<file path="config.mk">
export PLATFORM = sky130hd
export DESIGN_NAME = sfifo_stream_reader_flat
export DESIGN_NICKNAME = d
export VERILOG_FILES = /design/src/rtl/sfifo_stream_reader_if.sv /design/src/rtl/sfifo_stream_reader.sv /design/src/flat_wrapper.sv
export SDC_FILE = /design/constraint.sdc
export NUM_CORES = 1
export LEC_CHECK = 0
export CAP_MARGIN = 20
export CORE_MARGIN = 2
export CORE_UTILIZATION = 44
export CTS_CLUSTER_SIZE = 8
export DETAILED_ROUTE_END_ITERATION = 6
export HOLD_SLACK_MARGIN = 0.15
export PLACE_DENSITY = 0.87
export SLEW_MARGIN = 20
export SYNTH_ARGS = -nofsm -noshare
export SYNTH_HDL_FRONTEND = slang
export SYNTH_SLANG_ARGS = --single-unit
</file>
<file path="constraint.sdc">
create_clock -name clk -period 1.95 [get_ports clk]
set_clock_uncertainty 0.2 [all_clocks]
set_input_delay 0.195 -clock clk [delete_from_list [all_inputs] [get_ports clk]]
set_output_delay 0.195 -clock clk [all_outputs]
set_load 0.01 [all_outputs]
</file>
<file path="src/rtl/sfifo_stream_reader_if.sv">
// Stream bundle for sfifo_stream_reader: show-ahead FIFO read side plus the
// registered valid/ready output stream. master = reader, slave = FIFO/consumer side.
interface sfifo_stream_reader_if #(
  parameter int DWIDTH = 64
);
  logic [DWIDTH-1:0] fifo_dout;
  logic              fifo_empty;
  logic              fifo_rd_en;
  logic [DWIDTH-1:0] m_data;
  logic              m_valid;
  logic              m_ready;
  logic              m_last;

  modport master (
    input  fifo_dout, fifo_empty, m_ready,
    output fifo_rd_en, m_data, m_valid, m_last
  );

  modport slave (
    output fifo_dout, fifo_empty, m_ready,
    input  fifo_rd_en, m_data, m_valid, m_last
  );
endinterface

</file>
<file path="src/rtl/sfifo_stream_reader.sv">
// Drains a show-ahead sfifo into a registered valid/ready stream through a
// 2-entry skid stage. Optional m_last generation under macro FIFO_RDR_LAST_EN.
module sfifo_stream_reader #(
  parameter int DWIDTH  = 64,
  parameter int PKT_LEN = 8,
  parameter int CWIDTH  = 32
) (
  input  logic              clk,
  input  logic              rst_n,
  sfifo_stream_reader_if.master bus,
  output logic [CWIDTH-1:0] beat_cnt,
  output logic              idle
);

  if (PKT_LEN < 1) begin : g_bad_pkt_len
    $error("sfifo_stream_reader: PKT_LEN must be >= 1");
  end

  typedef enum logic [1:0] {
    EMPTY = 2'd0,
    ONE   = 2'd1,
    TWO   = 2'd2
  } occ_e;

  occ_e              state, state_next;
  logic [DWIDTH-1:0] head, head_next;
  logic [DWIDTH-1:0] tail, tail_next;
  logic              push;
  logic              pop;
  logic              valid;

  // fifo_rd_en depends only on registered occupancy, never on m_ready.
  assign valid = (state != EMPTY);
  assign push  = rst_n & ~bus.fifo_empty & (state != TWO);
  assign pop   = valid & bus.m_ready;

  // NOTE: every signal assigned in always_comb gets a default first, so no
  // path through the case leaves it unassigned and no latch is inferred.
  always_comb begin
    state_next = state;
    head_next  = head;
    tail_next  = tail;
    unique case (state)
      EMPTY: begin
        if (push) begin
          head_next  = bus.fifo_dout;
          state_next = ONE;
        end
      end
      ONE: begin
        case ({push, pop})
          2'b11: head_next = bus.fifo_dout;
          2'b10: begin
            tail_next  = bus.fifo_dout;
            state_next = TWO;
          end
          2'b01:   state_next = EMPTY;
          default: state_next = ONE;
        endcase
      end
      TWO: begin
        if (pop) begin
          head_next  = tail;
          state_next = ONE;
        end
      end
      default: state_next = EMPTY;
    endcase
  end

  // NOTE: reset is synchronous here, and the data registers are cleared too
  // so m_data reads 0 while in reset rather than stale or X data.
  always_ff @(posedge clk) begin
    if (!rst_n) begin
      state    <= EMPTY;
      head     <= '0;
      tail     <= '0;
      beat_cnt <= '0;
    end else begin
      // NOTE: sequential state uses non-blocking assignments so every register
      // samples the pre-edge values regardless of statement order.
      state <= state_next;
      head  <= head_next;
      tail  <= tail_next;
      if (pop) beat_cnt <= beat_cnt + CWIDTH'(1);
    end
  end

  assign bus.fifo_rd_en = push;
  assign bus.m_valid    = valid;
  assign bus.m_data     = head;
  assign idle           = (state == EMPTY) & bus.fifo_empty;

`ifdef FIFO_RDR_LAST_EN
  localparam int PWIDTH = $clog2(PKT_LEN) + 1;
  localparam logic [PWIDTH-1:0] PKT_LAST = PWIDTH'(PKT_LEN - 1);

  logic [PWIDTH-1:0] pkt_cnt;
  logic              last;

  // pkt_cnt only moves on pops, so m_last is stable while the beat is stalled.
  assign last = valid & (pkt_cnt == PKT_LAST);

  always_ff @(posedge clk) begin
    if (!rst_n) begin
      pkt_cnt <= '0;
    end else if (pop) begin
      pkt_cnt <= last ? '0 : pkt_cnt + PWIDTH'(1);
    end
  end

  assign bus.m_last = last;
`else
  assign bus.m_last = 1'b0;
`endif

endmodule

</file>
<file path="src/flat_wrapper.sv">
// flat-port wrapper written by rule: the top's interface ports become plain ports
module sfifo_stream_reader_flat 
#(
  parameter int DWIDTH  = 64,
  parameter int PKT_LEN = 8,
  parameter int CWIDTH  = 32
)
  (clk, rst_n, beat_cnt, idle, bus_fifo_dout, bus_fifo_empty, bus_m_ready, bus_fifo_rd_en, bus_m_data, bus_m_valid, bus_m_last);
  sfifo_stream_reader_if #(.DWIDTH(DWIDTH)) bus_i ();
  input  logic clk;
  input  logic rst_n;
  output logic [CWIDTH-1:0] beat_cnt;
  output logic idle;
  input wire logic [$bits(bus_i.fifo_dout)-1:0] bus_fifo_dout;
  input wire logic [$bits(bus_i.fifo_empty)-1:0] bus_fifo_empty;
  input wire logic [$bits(bus_i.m_ready)-1:0] bus_m_ready;
  output wire logic [$bits(bus_i.fifo_rd_en)-1:0] bus_fifo_rd_en;
  output wire logic [$bits(bus_i.m_data)-1:0] bus_m_data;
  output wire logic [$bits(bus_i.m_valid)-1:0] bus_m_valid;
  output wire logic [$bits(bus_i.m_last)-1:0] bus_m_last;
  assign bus_i.fifo_dout = bus_fifo_dout;
  assign bus_i.fifo_empty = bus_fifo_empty;
  assign bus_i.m_ready = bus_m_ready;
  assign bus_fifo_rd_en = bus_i.fifo_rd_en;
  assign bus_m_data = bus_i.m_data;
  assign bus_m_valid = bus_i.m_valid;
  assign bus_m_last = bus_i.m_last;
  sfifo_stream_reader #(.DWIDTH(DWIDTH), .PKT_LEN(PKT_LEN), .CWIDTH(CWIDTH)) u_core (.clk(clk), .rst_n(rst_n), .bus(bus_i), .beat_cnt(beat_cnt), .idle(idle));
endmodule
</file>
After elaboration in Yosys (flattened, before gate mapping)
Index checks and enable logic that the tools add are counted.
{"block": "word_totals", "ff_bits": 162, "memories": 0, "input_bits": 68, "rom_bits": 0, "ram_bits": 0, "latchBits": 0, "word_cells": 34}
{"block": "op_classes", "magnitude_cmp": 0, "bitwise_logic": 5, "addsub": 1, "n_div": 0, "multipliers": 0, "mux": 8, "n_reduce_logical": 6, "n_eq_ne": 10, "shifts": 0}
{"operator": "64-bit two-way mux", "count": 3}
{"operator": "64-bit one-hot mux with 3 select lines", "count": 1}
{"operator": "32-bit by 1-bit adder with 32-bit output (second input constant)", "count": 1}
{"operator": "2-bit one-hot mux with 3 select lines", "count": 2}
{"operator": "2-bit == test (second input constant)", "count": 3}
{"operator": "2-bit inequality test (second input constant)", "count": 3}
{"operator": "1-bit AND", "count": 4}
{"operator": "2-bit by 1-bit == test with 1-bit output (second input constant)", "count": 2}
{"operator": "2-bit two-way mux", "count": 2}
{"operator": "2-bit by 1-bit inequality test with 1-bit output (second input constant)", "count": 2}
{"operator": "4-bit AND reduction", "count": 1}
{"operator": "3-bit AND reduction", "count": 1}
{"operator": "3-bit nonzero test", "count": 1}
{"operator": "2-bit logical NOT", "count": 1}
{"operator": "2-bit AND reduction", "count": 1}
{"operator": "2-bit nonzero test", "count": 1}
{"operator": "1-bit NOT", "count": 1}

Logic depth before layout (Yosys ltp)
Gate-level depths: netlist of run 1.
{"block": "depth", "ltp_word": 6, "mapped_depth": 7}

Worst setup path after synthesis of run 1
Ideal clock, no wire load.
{"block": "synth_timing", "kind": "flip-flop to flip-flop", "start": "register u_core.beat_cnt[0]", "end": "register u_core.beat_cnt[22]", "setup_time_ns": 0.070, "period_less_slack_ns": 2.045, "required_ns": 1.680, "path_stages_with_launch": 7, "path_slack_ns": -0.095, "n_path_buf": 1, "arrival_time_ns": 1.775, "path_cell_list": "dfxtp_1 -> ha_1 -> o211ai_2 -> or2_1 -> clkbuf_1 -> or4_1 -> a21oi_1"}
{"block": "synth_via", "elab_chain_cells": 1}
{"element": "start, declared", "line_no": "sfifo_stream_reader.sv:11", "rtl": "output logic [CWIDTH-1:0] beat_cnt,"}
{"element": "start signal, assigned", "line_no": "sfifo_stream_reader.sv:85", "rtl": "if (pop) beat_cnt <= beat_cnt + CWIDTH'(1);"}
{"element": "32-bit by 1-bit adder with 32-bit output", "line_no": "sfifo_stream_reader.sv:85"}
Every way passes these cells.
A chain may end at the register's enable or synchronous reset.

Final worst setup path of run 1
{"block": "layout_timing", "start": "register u_core.state[0]", "end": "output bus_m_valid"}
{"block": "layout_via", "elab_chain_cells": 1}
{"element": "start, declared", "line_no": "sfifo_stream_reader.sv:25", "rtl": "occ_e state, state_next;"}
{"element": "start signal, assigned", "line_no": "sfifo_stream_reader.sv:82", "rtl": "state <= state_next;"}
{"element": "2-bit nonzero test", "line_no": "sfifo_stream_reader.sv:33", "rtl": "assign valid = (state != EMPTY);"}
{"element": "end, declared", "line_no": "flat_wrapper.sv:19", "rtl": "output wire logic [$bits(bus_i.m_valid)-1:0] bus_m_valid;"}
Every way passes these cells.

==> results.sh, run 1 <==
export IMPL_root_buffer="sky130_fd_sc_hd__clkbuf_16"
export IMPL_critical_path_endpoint_type="output port"
export IMPL_boundaryPins=168
export IMPL_dpl_instance_area_um2=8820
export IMPL_start_util=0.455
export IMPL_clock_tree_htree_level_count=4
export IMPL_total_power_mw=7.53
export IMPL_worstHoldPathType="input pin to flop"
export IMPL_tritoncts_clock_tree="yes"
export IMPL_fin_cells=1234
export IMPL_worst_setup_path_start_kind="flop"
export IMPL_num_vias=6669
export IMPL_cp_required_ns=1.55
export IMPL_wire_per_inst_um=15.0
export IMPL_synth_fp_nets=915
export IMPL_postSynthCellCount=846
export IMPL_syn_area_per_cell_um2=7.87
export IMPL_maximum_achievable_frequency_mhz=524
export IMPL_fillerInstances=1185
export IMPL_power_leakage_nw=3.40
export IMPL_antenna_diode_count=0
export IMPL_wl_um=18500
export IMPL_layout_worst_path_cycle_share=0.978
export IMPL_hold_path_cell_count=3
export IMPL_regToRegSetupSlack_ns=0.06
export IMPL_yosys_warnings=0
export IMPL_design_area_um2=9620
export IMPL_maxCapViolations=0
export IMPL_outcome="complete, no violations"
export IMPL_remaining_drc_errors=0
export IMPL_die_height_um=127
export IMPL_detailed_place_hpwl_um=11700
export IMPL_gp_congestion=0.846
export IMPL_share_of_layout_cells_above_drive_strength_1=0.108
export IMPL_gr_usage_all_layers=0.224
export IMPL_nNetsFinal=1106
export IMPL_die_area_um2=16100
export IMPL_ys_types=41
export IMPL_core_area_um2=14600
export IMPL_finalHoldViolations=0
export IMPL_worstSkewPairLatency_ns=0.43
export IMPL_critPathKind="flop to output port"
export IMPL_first_drt_iteration_drcs=597
export IMPL_maximum_number_of_pins_on_one_net_before_global_route_repair=71
export IMPL_die_width_um=127
export IMPL_detail_route_antenna_nets=0
export IMPL_max_clock_path_buffers=2
export IMPL_path_clk_slew_ns=0.06
export IMPL_detailedRoute_firstPassIterationCount=4
export IMPL_setup_viol_count_final=0
export IMPL_timing_final_crit_period_ns=1.91
export IMPL_cts_sinks=162
export IMPL_grt_antenna_before_repair=0
export IMPL_first_global_vias=6042
export IMPL_grt_pass1_wl_um=29400
export IMPL_flow_area_growth_from_synthesis_pct=44.4
export IMPL_syn_area_um2=6660
export IMPL_cellPowerDensity_nw_per_um2=783
export IMPL_avgViaCountPerCell=5.40
export IMPL_placedCellCount=1180
export IMPL_postSynthRegisterBits=162
export IMPL_vdd_drop_max_mv=0.632
export IMPL_globalRouteOverflowTotal=0
export IMPL_port_buffer_count=166
export IMPL_rsz0062_at_grt="true"
export IMPL_proportion_of_synthesized_chip_area_in_sequential_cells=0.487
export IMPL_cts_buffers_inserted=17
export IMPL_r2r_cells=4
export IMPL_critical_path_arrival_ns=1.51
export IMPL_core_rowCount=44
export IMPL_slew_violations=0
export IMPL_critical_path_peak_fanout=10
repair_timing:
action,CTS,global route
gates cloned,1,0
resized for setup,11,9
setup endpoints to repair,14,10
hold buffers,19,0
endpoints found under the hold margin,19,0
buffers inserted,0,2
synthesized netlist by cell type:
cell / number / area (um^2)
sky130_fd_sc_hd__nand2_1: 272 / 1020
sky130_fd_sc_hd__dfxtp_1: 162 / 3240
sky130_fd_sc_hd__a21oi_1: 81 / 405
sky130_fd_sc_hd__nor2_1: 80 / 300
sky130_fd_sc_hd__a311oi_1: 64 / 561
sky130_fd_sc_hd__clkbuf_1: 45 / 169
sky130_fd_sc_hd__buf_2: 16 / 80.1
sky130_fd_sc_hd__o31ai_1: 13 / 97.6
sky130_fd_sc_hd__or4_1: 12 / 90.1
sky130_fd_sc_hd__nand3_1: 10 / 50.1
sky130_fd_sc_hd__nand4_1: 10 / 62.6
sky130_fd_sc_hd__nand2b_1: 7 / 43.8
sky130_fd_sc_hd__nor4_1: 7 / 43.8
sky130_fd_sc_hd__xor2_1: 6 / 52.6
sky130_fd_sc_hd__buf_1: 5 / 18.8
sky130_fd_sc_hd__mux2i_1: 5 / 50.1
sky130_fd_sc_hd__or3_1: 5 / 31.3
sky130_fd_sc_hd__xnor2_1: 5 / 43.8
sky130_fd_sc_hd__and4_1: 4 / 35.0
sky130_fd_sc_hd__inv_1: 4 / 15.0
sky130_fd_sc_hd__o21ai_0: 4 / 20.0
sky130_fd_sc_hd__and3_1: 3 / 18.8
sky130_fd_sc_hd__nor3_1: 3 / 15.0
sky130_fd_sc_hd__and2_1: 2 / 12.5
sky130_fd_sc_hd__buf_4: 2 / 15.0
sky130_fd_sc_hd__clkbuf_2: 2 / 10.0
sky130_fd_sc_hd__nor2b_1: 2 / 12.5
sky130_fd_sc_hd__o21a_1: 2 / 15.0
sky130_fd_sc_hd__and4_2: 1 / 10.0
sky130_fd_sc_hd__buf_6: 1 / 11.3
sky130_fd_sc_hd__conb_1: 1 / 3.75
sky130_fd_sc_hd__ha_1: 1 / 12.5
sky130_fd_sc_hd__nand3b_1: 1 / 7.51
sky130_fd_sc_hd__nand4_4: 1 / 21.3
sky130_fd_sc_hd__nor3_2: 1 / 10.0
sky130_fd_sc_hd__nor3b_1: 1 / 7.51
sky130_fd_sc_hd__o211ai_2: 1 / 12.5
sky130_fd_sc_hd__o22a_1: 1 / 8.76
sky130_fd_sc_hd__o31a_1: 1 / 8.76
sky130_fd_sc_hd__or2_1: 1 / 6.26
sky130_fd_sc_hd__or2_2: 1 / 6.26
cells in the final DEF (no fill, tap or decap), types with 2 or more instances in the layout:
master / instances
sky130_fd_sc_hd__dlygate4sd3_1: 19
sky130_fd_sc_hd__and2_1: 2
sky130_fd_sc_hd__mux2i_1: 5
sky130_fd_sc_hd__nand3_1: 10
sky130_fd_sc_hd__clkbuf_8: 2
sky130_fd_sc_hd__o31ai_1: 12
sky130_fd_sc_hd__or4_1: 12
sky130_fd_sc_hd__a21oi_1: 80
sky130_fd_sc_hd__a311oi_1: 64
sky130_fd_sc_hd__o21ai_0: 4
sky130_fd_sc_hd__nor3_1: 3
sky130_fd_sc_hd__nor4_2: 3
sky130_fd_sc_hd__clkinv_2: 2
sky130_fd_sc_hd__nand4_1: 10
sky130_fd_sc_hd__and4_1: 3
sky130_fd_sc_hd__dfxtp_2: 5
sky130_fd_sc_hd__inv_6: 2
sky130_fd_sc_hd__nor2_1: 80
sky130_fd_sc_hd__buf_4: 46
sky130_fd_sc_hd__xor2_1: 6
sky130_fd_sc_hd__nor4_1: 4
sky130_fd_sc_hd__and3_1: 2
sky130_fd_sc_hd__clkdlybuf4s50_1: 163
sky130_fd_sc_hd__clkinvlp_4: 6
sky130_fd_sc_hd__nand2_1: 272
sky130_fd_sc_hd__buf_12: 10
sky130_fd_sc_hd__dfxtp_1: 156
sky130_fd_sc_hd__dlygate4sd2_1: 2
sky130_fd_sc_hd__or3_1: 3
sky130_fd_sc_hd__clkbuf_16: 17
sky130_fd_sc_hd__clkbuf_1: 2
sky130_fd_sc_hd__inv_1: 3
sky130_fd_sc_hd__o21a_1: 2
sky130_fd_sc_hd__nand2b_1: 6
sky130_fd_sc_hd__xnor2_1: 5
routing by layer:
metal / vias to the layer above / global-route usage / wire length (um)
li1: 3302 / - / -
met1: 3127 / 0.277 / 7920
met2: 211 / 0.382 / 9100
met3: 29 / 0.0452 / 1140
met4: 0 / 0.0963 / 375
met5: - / 0 / 0
power by group:
group / switching (mW) / total, mW / internal, mW
clock network: 1.37 / 3.07 / 1.70
registers: 0.0758 / 3.52 / 3.44
logic: 0.439 / 0.942 / 0.503
total: 1.88 / 7.53 / 5.64
metrics by stage:
stage / setup TNS (ns) / util / hold WS [ns] / setup WS, ns
CTS: 0 / 0.654 / 0.150 / 0.00193
global placement: -18.15 / 0.602 / 0.241 / -0.166
finish: 0 / 0.657 / 0.156 / 0.0425
detailed placement: -24.47 / 0.602 / 0.247 / -0.257
global route: -0.0235 / 0.657 / 0.161 / -0.0235
floorplan: 0 / - / 0.131 / 0.0155
worst max-delay path, cell delays in order, from the launching register on:
cell	delay (ns)
sky130_fd_sc_hd__dfxtp_2	0.37
sky130_fd_sc_hd__or2_2	0.30
sky130_fd_sc_hd__buf_4	0.14
sky130_fd_sc_hd__dlygate4sd2_1	0.28
logic make-up after synthesis:
kind of cell | synth area share
multiplexers | 0.00752
flip-flops | 0.487
buffers and inverters | 0.0479
XOR/XNOR | 0.0145
AO/OA/AOI/OAI | 0.169
AND/OR/NAND/NOR | 0.271
adder cells (fa/ha/maj) | 0.00188
other | 0.000563
worst paths after layout:
kind                                    start                                to
max              u_core.state[0]$_SDFFE_PN0P_                       bus_m_valid
min                         bus_fifo_dout[51]      u_core.tail[51]$_SDFFE_PN0P_
max reg2reg  u_core.beat_cnt[11]$_SDFFE_PN0N_  u_core.beat_cnt[17]$_SDFFE_PN0N_
min reg2reg      u_core.tail[13]$_SDFFE_PN0P_      u_core.tail[13]$_SDFFE_PN0P_
layout make-up:
type / count / area, um^2 / area share
sequential: 162 / 3250 / 0.338
multi-input combinational: 610 / 3170 / 0.330
timing repair buffer: 242 / 2400 / 0.250
clock buffer: 21 / 460 / 0.0479
tap: 184 / 230 / 0.0239
clock inverter: 11 / 81.3 / 0.00846
inverter: 4 / 17.5 / 0.00182
state kept, by name, indices dropped and copies added, names as in the netlist:
signal             flops
u_core.bus.m_data     64
u_core.tail           64
u_core.beat_cnt       32
u_core.state           2
(Power assumes the default switching activity.)
==> run 2, diff against run 1 <==
--- a/config.mk
+++ b/config.mk
@@ -6,8 +6,10 @@
 export NUM_CORES = 1
 export LEC_CHECK = 0
 export CAP_MARGIN = 20
+export CELL_PAD_IN_SITES_DETAIL_PLACEMENT = 0
+export CELL_PAD_IN_SITES_GLOBAL_PLACEMENT = 1
 export CORE_MARGIN = 2
-export CORE_UTILIZATION = 44
+export CORE_UTILIZATION = 32
 export CTS_CLUSTER_SIZE = 8
 export DETAILED_ROUTE_END_ITERATION = 6
 export HOLD_SLACK_MARGIN = 0.15
==> run 2 against run 1 <==
  * Clock power grew 6.5%
  * Cell area grew 4.0%
  * Largest cell class unchanged
  * Global-route usage shrank 4.8 points
  * Fmax shrank 0.80%
  * Core utilization shrank 16 points
  * Via count shrank 1.8%
  * Final cell count grew 8.4%
  * Setup slack lost 0.015 ns
  * Non-clock buffer count grew 17
  * Routed wire length grew 5.5%
  * Power grew 3.4%
==> results.sh, run 2 (same netlist as run 1, synthesis figures left out) <==
export IMPL_port_buffer_count=166
export IMPL_dpl_instance_area_um2=9120
export IMPL_nNetsFinal=1124
export IMPL_worst_path_max_delay_cell="sky130_fd_sc_hd__dfxtp_2"
export IMPL_timing_critical_path_cells="or2_2 -> buf_4 -> dlygate4sd2_1"
export IMPL_power_leakage_nw=3.55
export IMPL_core_area_um2=20300
export IMPL_vdd_drop_max_mv=0.597
export IMPL_fin_cells=1338
export IMPL_core_rowCount=52
export IMPL_start_util=0.328
export IMPL_maxCapViolations=0
export IMPL_remaining_drc_errors=0
export IMPL_worstHoldPathType="input pin to flop"
export IMPL_detailed_place_hpwl_um=12500
export IMPL_avgViaCountPerCell=4.89
export IMPL_critical_path_peak_fanout=5
export IMPL_outcome="complete, no violations"
export IMPL_regToRegSetupSlack_ns=0.03
export IMPL_cellPowerDensity_nw_per_um2=778
export IMPL_critical_path_arrival_ns=1.53
export IMPL_min_to="u_core.tail[3]$_SDFFE_PN0P_"
export IMPL_final_hold_worst_slack_ns=0.158
export IMPL_layout_worst_path_cycle_share=0.986
export IMPL_worst_hold_startpoint="bus_fifo_dout[3]"
export IMPL_first_global_vias=6062
export IMPL_cp_num_cells=3
export IMPL_tritoncts_clock_tree="yes"
export IMPL_cts_sinks=162
export IMPL_cp_top_family="buffers and inverters"
export IMPL_flow_area_growth_from_synthesis_pct=50.3
export IMPL_finalSetupTns_ns=0
export IMPL_worst_setup_path_start_kind="flop"
export IMPL_share_of_layout_cells_above_drive_strength_1=0.125
export IMPL_worstSkewPairLatency_ns=0.42
export IMPL_highest_count_cells_in_the_layout_ignoring_fill_and_taps="sky130_fd_sc_hd__nand2_1, sky130_fd_sc_hd__clkdlybuf4s50_1, sky130_fd_sc_hd__dfxtp_1, sky130_fd_sc_hd__nor2_1, sky130_fd_sc_hd__a21oi_1"
export IMPL_die_height_um=148
export IMPL_detailedRoute_firstPassIterationCount=5
export IMPL_wl_um=19500
export IMPL_critical_path_endpoint_type="output port"
export IMPL_finalHoldViolations=0
export IMPL_cp_required_ns=1.55
export IMPL_critical_path_max_stage_delay_ns=0.36
export IMPL_hold_path_cell_count=3
export IMPL_rsz0062_at_grt="true"
export IMPL_critPathKind="flop to output port"
export IMPL_layout_commonest_cell="sky130_fd_sc_hd__nand2_1"
export IMPL_boundaryPins=168
export IMPL_timing_final_crit_period_ns=1.92
export IMPL_placedCellCount=1281
export IMPL_cts_buffers_inserted=17
export IMPL_path_clk_slew_ns=0.06
export IMPL_reg2reg_from="u_core.beat_cnt[4]$_SDFFE_PN0N_"
export IMPL_antenna_diode_count=0
export IMPL_die_width_um=148
export IMPL_detail_route_antenna_nets=0
export IMPL_maximum_number_of_pins_on_one_net_before_global_route_repair=51
export IMPL_gp_congestion=0.830
export IMPL_postLayoutCoreUtil=0.493
export IMPL_grt_antenna_before_repair=0
export IMPL_max_clock_path_buffers=2
export IMPL_gr_usage_all_layers=0.177
export IMPL_globalRouteOverflowTotal=0
export IMPL_maximum_achievable_frequency_mhz=520
export IMPL_wire_per_inst_um=14.6
export IMPL_worstPathBufferInverterCount=2
export IMPL_r2r_cells=4
export IMPL_die_area_um2=22000
export IMPL_setup_viol_count_final=0
export IMPL_num_vias=6546
export IMPL_rr_endpoint="u_core.beat_cnt[17]$_SDFFE_PN0N_"
export IMPL_slew_violations=0
export IMPL_grt_pass1_wl_um=31500
export IMPL_clock_tree_htree_level_count=4
export IMPL_root_buffer="sky130_fd_sc_hd__clkbuf_16"
export IMPL_first_drt_iteration_drcs=407
export IMPL_design_area_um2=10000
run 2: changes by cell type in the layout (fill, tap and decap cells not counted), moves of 2 or more:
cell / delta
sky130_fd_sc_hd__clkbuf_1: -2
sky130_fd_sc_hd__inv_8: +3
sky130_fd_sc_hd__buf_12: +6
sky130_fd_sc_hd__clkbuf_8: -2
sky130_fd_sc_hd__clkinv_4: +2
sky130_fd_sc_hd__clkinvlp_4: -3
sky130_fd_sc_hd__buf_4: +10
run 2: how the worst max path moves through the flow:
| stage | startpoint | slack (ns) | to |
|---|---|---|---|
| after detailed placement | bus_m_ready | -0.36 | u_core.beat_cnt[31]$_SDFFE_PN0N_ |
| after global routing | u_core.beat_cnt[4]$_SDFFE_PN0N_ | -0.04 | u_core.beat_cnt[17]$_SDFFE_PN0N_ |
| after CTS | u_core.state[0]$_SDFFE_PN0P_ | -0.003 | idle |
| after floorplan | u_core.beat_cnt[0]$_SDFFE_PN0N_ | 0.02 | u_core.beat_cnt[22]$_SDFFE_PN0N_ |
| after global placement | bus_m_ready | -0.30 | u_core.beat_cnt[24]$_SDFFE_PN0N_ |
| final | u_core.state[1]$_SDFFE_PN0P_ | 0.03 | bus_m_valid |
run 2: power breakdown:
group / switching (mW) / leakage (nW) / internal, mW
Clock: 1.47 / 0.276 / 1.80
Combinational: 0.449 / 1.96 / 0.547
Sequential: 0.0745 / 1.32 / 3.44
Total: 2.00 / 3.55 / 5.78
run 2: layer usage:
layer  global-route usage  vias up  share of wire
li1                     -     3334              -
met1                0.238     3000           0.47
met2                0.282      191           0.46
met3               0.0423       21          0.064
met4               0.0505        0          0.014
met5                    0        -              0
run 2: layout make-up:
cell class                      instances  area, um^2
Fill cell                            1975       10300
Sequential cell                       162        3260
Timing Repair Buffer                  259        2610
Clock inverter                         15         149
Inverter                                4        17.5
Multi-Input combinational cell        611        3210
Tap cell                              270         338
Clock buffer                           17         425
run 2: what timing repair did:
action                                  CTS  global route
hold endpoints to repair                 19             1
endpoints found under the setup margin   13            20
gates resized for setup                   8            18
cloned                                    1             1
hold buffers                             19             1
pin swaps                                 1             2
buffers inserted                          0             3
run 2: metrics by stage:
step                      total power, mW  setup slack (ns)
after floorplan                      3.98            0.0155
after global placement               4.55            -0.297
after detailed placement             4.56            -0.362
after CTS                            7.86          -0.00278
after global routing                 8.11           -0.0436
final                                7.78            0.0270
run 2: worst min-delay path, stage by stage:
cell,delay [ns]
sky130_fd_sc_hd__clkdlybuf4s50_1,0.42
sky130_fd_sc_hd__nand2_1,0.06
sky130_fd_sc_hd__a21oi_1,0.05
==> RTL edit 1, RTL diff (flow settings as in run 1) <==
The 3 values of `occ_e` get a one-hot encoding in 3 bits.
--- a/src/rtl/sfifo_stream_reader.sv
+++ b/src/rtl/sfifo_stream_reader.sv
@@ -16,10 +16,10 @@
     $error("sfifo_stream_reader: PKT_LEN must be >= 1");
   end
 
-  typedef enum logic [1:0] {
-    EMPTY = 2'd0,
-    ONE   = 2'd1,
-    TWO   = 2'd2
+  typedef enum logic [2:0] {
+    EMPTY = 3'b001,
+    ONE   = 3'b010,
+    TWO   = 3'b100
   } occ_e;
 
   occ_e              state, state_next;
Formal check against the unedited RTL: no difference found for any inputs over 4 cycles, from zero or initial values and one cycle with rst_n low; so few cycles prove little.
==> RTL edit 1 against run 1 <==
Core utilization is 10 points higher. The run now ends with negative setup slack left. Hold slack better by 3.6 ps. Largest cell class is now multi-input combinational cells. Power is 13% higher. Highest routed layer unchanged. Sequential cell count is 1 higher. Synthesized area is 4.6% higher. Critical path type is now flip-flop to flip-flop. Setup slack worse by 460 ps. Global-route usage is 6.6 points higher. Wire length is 49% higher. Combinational power is 72% higher. Sequential power is 2% higher. Final area is 23% higher. Synthesized cell count is 5.1% lower.
==> RTL edit 1: results (changes against run 1) <==
Yosys
  – Distinct cells, synth: 43 (+4.9%)
  – Syn nets: 876 (-4.3%)
  – Syn Area/Cell: 8.68 um2 (+10%)
  – Sequential area share after synthesis: 0.468 (-0.0187)
  – Dominant cells by area after synthesis: dfxtp_1 47%, mux2i_1 9.5%, nand2_1 8.0%
  – Most frequent cells after synthesis: 163 x dfxtp_1, 149 x nand2_1, 82 x a21oi_1
  – Yosys Warn Count: 0 (unchanged)
  – Post-synth ARST share: 0 (unchanged)

Layout
  – Nets: 1130 (+2.2%)
  – Fraction of layout cells with a size suffix above 1: 0.305 (+0.197)
  – Non-Filler Instances: 1287 (+4.3%)

Routing
  – DRT Pass-1 Iters: 5 (+1)
  – Uppermost layer routed: met4
  – Initial drt markers: 800 (+34%)
  – Routed wire length on met3: 1630 um (+43%)
  – Routed wl met2: 13800 um (+52%)
  – DRT met1 WL: 10700 um (+35%)
  – Routed wire length per instance: 21.4 um (+43%)
  – Via count: 7647 (+15%)

Hold path
  – Hold Crit Depth: 3 (unchanged)
  – HP Class: input pin to flip-flop

Timing
  – Hold WS: 160 ps (+3.57 ps)
  – Setup-failing EPs final: 155 (+155)
  – Final setup margin: -422 ps (-464 ps)
  – Slew headroom: 0.499
  – Setup TNS: -41490 ps (-41490 ps)

Flow run
  – MaxCap Viol Count: 0 (unchanged)

Global route
  – Vias in the first global route: 7326 (+21%)
  – Met3 Use GR: 0.0582 (+0.0130)
  – First-pass GRT wire length: 37900 um (+29%)
  – Initial antenna violation count: 0 (unchanged)
  – Met2 Resource Use GR: 0.504 (+0.122)
  – Total track usage: 0.290 (+0.0657)
  – Largest net degree at the start of global routing: 130 (+83%)
  – Met1 Track Usage GR: 0.338 (+0.0611)

Pwr
  – Peak supply drop: 0.597 mV (-5.5%)
  – Leak: 4.09 nW (+20%)

Clock network
  – CTS clk-pin slew, worst paths: roughly 70 ps
  – H-tree depth: 4 (unchanged)
  – Clock Root Buffer: clkbuf_16
  – Number of buffers created by CTS: 17 (unchanged)
  – Clk buf depth: 2 (unchanged)
  – Clk_lat worst skew: 440 ps

Outcome
  – Violated checks: negative setup slack
  – Outcome: complete, but fails checks

Place
  – Placement Cell Area: 0.00934 mm2 (+5.9%)
  – Placed Cells: 1182 (+0.17%)
  – GPL Wtd Cong: 0.872 (+3.1%)
  – Placement Setup Slack: -573 ps (-316 ps)
  – Port Buf Inserts: 166 (unchanged)
  – Detailed Place HPWL: 12900 um (+9.9%)

Setup path
  – Crit-path max FO: 12 (+2)
  – Delay-heaviest family, CP: simple AND/OR/NAND/NOR gates
  – Critical Path Slowest Stage Cell: dfxtp_2
  – Crit-path max cell delay: 340 ps (-30 ps)
  – R2R depth: 10 (+6)
[RTL edit 1: changes by cell type in the layout (fill, tap and decap cells not counted), sizes merged, moves of 54 or more]
| cell | change |
|---|---|
| a211oi | +64 |
| a311oi | -64 |
| buf | +54 |
| mux2i | +61 |
| nand2 | -123 |
| nor2 | -68 |
| nor3 | +62 |
[RTL edit 1: what timing repair did]
action,CTS,global route
hold buffers,20,0
endpoints found under the hold margin,20,0
setup endpoints to repair,155,156
cloned,17,6
resized for setup,162,78
pin swaps,35,22
buffers inserted,23,8
[RTL edit 1: path summary, 6_finish.rpt]
path | end | startpoint
min | u_core.tail[12] | bus_fifo_dout[12]
min reg2reg | u_core.tail[15] | u_core.tail[15]
max reg2reg | u_core.bus.m_data[3] | u_core.state[2]
max | u_core.bus.m_data[3] | u_core.state[2]
[RTL edit 1: power breakdown]
part           internal (W)  switching, W
Sequential          0.00347      0.000113
Combinational      0.000833      0.000787
Clock               0.00180       0.00152
[RTL edit 1: layout make-up]
type / count / area (um2)
antenna: 1 / 2.50
fill: 933 / 3780
inverter: 12 / 50.0
multi-input combinational: 564 / 4260
clock inverter: 14 / 144
timing repair buffer: 299 / 3420
tap: 216 / 270
sequential: 163 / 3300
clock buffer: 18 / 429
[RTL edit 1: kinds of logic after synthesis]
| group | after synthesis | share of synthesized area |
|---|---|---|
| other | 1 | 0.000538 |
| AOI/OAI and AO/OA | 175 | 0.157 |
| muxes | 66 | 0.0948 |
| DFF | 163 | 0.468 |
| buffers and inverters | 79 | 0.0463 |
| and+or+nand+nor | 304 | 0.211 |
| xor gates and xnor gates | 10 | 0.0126 |
| adders and majority gates | 5 | 0.00898 |
==> RTL edit 2, RTL diff (config.mk and constraints of run 1) <==
Without the edit above. The option `FIFO_RDR_LAST_EN` is turned on by a define.
--- a/src/rtl/sfifo_stream_reader.sv
+++ b/src/rtl/sfifo_stream_reader.sv
@@ -1,5 +1,7 @@
 // Drains a show-ahead sfifo into a registered valid/ready stream through a
 // 2-entry skid stage. Optional m_last generation under macro FIFO_RDR_LAST_EN.
+`define FIFO_RDR_LAST_EN
+
 module sfifo_stream_reader #(
   parameter int DWIDTH  = 64,
   parameter int PKT_LEN = 8,
Check against the original RTL: same outputs for any inputs over 4 cycles, from zero or initial values and one cycle with rst_n low; that may be too few to reach the edited logic, so the function may still have changed.
==> RTL edit 2 against run 1 <==
Critical path depth is 2 higher. Sequential cell count is 4 higher. Hold slack better by 12 ps. Wire length is 0.78% lower. Power is 8.0% higher. Sequential share of layout area is 0.53 points lower. Core utilization is 1.0 points higher. Setup slack worse by 190 ps. Final area is 5.4% higher. Highest routed layer unchanged. Combinational power is 1% higher. Synthesized area is 2.9% higher. The run now ends with negative setup slack left.
==> RTL edit 2: results (changes against run 1) <==
Yosys
  – Synth Area in Compound Gates: 0.155 (-0.0146)
  – XOR/XNOR Fraction of Synth Area: 0.0141 (-0.000402)
  – Syn nets: 865 (-5.5%)
  – Dominant cells by area after synthesis: dfxtp_1 49%, mux2i_1 10%, nand2_1 8.4%
  – Distinct cells, synth: 39 (-4.9%)
  – Sequential area share after synthesis: 0.485 (-0.00183)
  – Mux contribution to synthesized area: 0.104 (+0.0962)
  – Most frequent cells after synthesis: 166 x dfxtp_1, 153 x nand2_1, 82 x a21oi_1
  – Yosys Warn Count: 0 (unchanged)
  – Post-Synth Adder-Cell Area: 0.00365 (+0.00177)

Pwr
  – Leak: 4.03 nW (+18%)
  – Peak supply drop: 0.546 mV (-14%)

Routing
  – Initial drt markers: 435 (-27%)
  – Vias per cell: 5.38 (-0.40%)
  – DRT Pass-1 Iters: 4 (unchanged)
  – Routed wire length per instance: 15.3 um (+1.9%)

Place
  – Placement Setup Slack: -337 ps (-80.0 ps)
  – Detailed Place HPWL: 12100 um (+3.4%)
  – GPL Wtd Cong: 0.814 (-3.8%)
  – Port Buf Inserts: 167 (+0.60%)

Outcome
  – Violated checks: negative setup slack
  – Outcome: complete, but fails checks

Setup path
  – Crit. Startpoint: u_core.beat_cnt[14]
  – Critical R2R Launch: u_core.beat_cnt[14]
  – Critical Path Slowest Stage Cell: or4_4
  – Crit-path max cell delay: 510 ps (+140 ps)
  – Crit-path max FO: 16 (+6)
  – Worst EP arrival: 2240 ps (+730 ps)

Layout
  – Nets: 1072 (-3.1%)
  – Fraction of layout cells with a size suffix above 1: 0.158 (+0.0502)
  – Fillers: 1156 (-2.4%)

Clock network
  – Clk_lat worst skew: 420 ps
  – Clk buf depth: 2 (unchanged)
  – CTS clk-pin slew, worst paths: 60 ps (about the same)
  – Number of buffers created by CTS: 17 (unchanged)

Timing
  – Actual slew at the worst max-slew pin: around 420 ps
  – Setup-failing EPs final: 6 (+6)
  – Final setup margin: -146 ps (-189 ps)

Hold path
  – Min-delay src: bus_fifo_dout[8]

Global route
  – Largest net degree at the start of global routing: 52 (-27%)
  – First-pass GRT wire length: 29000 um (-1.2%)
  – Total track usage: 0.215 (-0.00899)
  – Initial antenna violation count: 0 (unchanged)
  – Vias in the first global route: 6150 (+1.8%)
-- RTL edit 2: changes by cell type after synthesis, moves of 3 or more --
cell	before	now
dfxtp_1	162	166
nand4_1	10	7
or3_1	5	9
nand2_1	272	153
o31ai_1	13	9
a211oi_1	0	64
a311oi_1	64	0
buf_2	16	7
clkbuf_1	45	54
mux2i_1	5	71
nand2b_1	7	10
buf_1	5	0
-- RTL edit 2: report_power, final --
group / leakage [nW] / internal [W] / switching (W)
clock network: 0.317 / 0.00225 / 0.00134
logic: 2.35 / 0.000521 / 0.000434
registers: 1.36 / 0.00351 / 0.0000738
total: 4.03 / 0.00628 / 0.00185
-- RTL edit 2: final timing paths --
path	cells past startpoint	slack, ps	endpoint
min reg2reg	2	250	u_core.tail[58]
max	5	-150	u_core.beat_cnt[27]
min	3	170	u_core.tail[8]
max reg2reg	5	-150	u_core.beat_cnt[27]
-- RTL edit 2: cell families (layout without fill, tap and decap cells) --
family / after synthesis / in the layout
flip-flops: 166 / 166
AND/OR/NAND/NOR: 309 / 309
XOR/XNOR: 11 / 11
buffers and inverters: 66 / 285
multiplexers: 71 / 71
AO/OA/AOI/OAI: 170 / 170
adder cells (fa/ha/maj): 2 / 2
-- RTL edit 2: area by class of cell --
cell class,count,area share
clock inverter,11,0.0169
inverter,5,0.00210
clock buffer,20,0.0460
timing repair buffer,249,0.241
sequential,166,0.333
tap,188,0.0232
multi-input combinational,563,0.338
-- RTL edit 2: through the flow --
stage,utilization,instances,TNS (ps),hold WS [ps],area [um2]
2_1_floorplan,-,795,-1.21,131,6920
5_1_grt,0.667,1202,-889,156,10100
3_5_place_dp,0.608,1157,-38240,242,9240
4_1_cts,0.658,1200,-576,151,10000
3_3_place_gp,0.608,1157,-30170,236,9240
6_report,0.667,1202,-392,168,10100
-- RTL edit 2: worst max-delay path, delay by kind of cell, from the launching register on --
family | cells | cell delay, ps
buffers and inverters | 1 | 170
AND/OR/NAND/NOR | 3 | 1140
flip-flops | 1 | 340
AO/OA/AOI/OAI | 1 | 180
-- RTL edit 2: layer usage --
layer  vias up  wire length [um]  share of wire  track usage
li1       3198                 -              -            -
met1      3066              8090           0.44        0.266
met2       178              9150           0.50        0.370
met3        28               803          0.044       0.0428
met4         0               333          0.018       0.0838
met5         -                 0              0            0
-- RTL edit 2: what timing repair did --
item | 4_1_cts | 5_1_grt
gates cloned | 0 | 2
endpoints found under the hold margin | 7 | 0
resized for setup | 17 | 27
pin swaps | 0 | 3
setup endpoints to repair | 21 | 25
hold buffers | 7 | 0
buffers inserted | 5 | 0
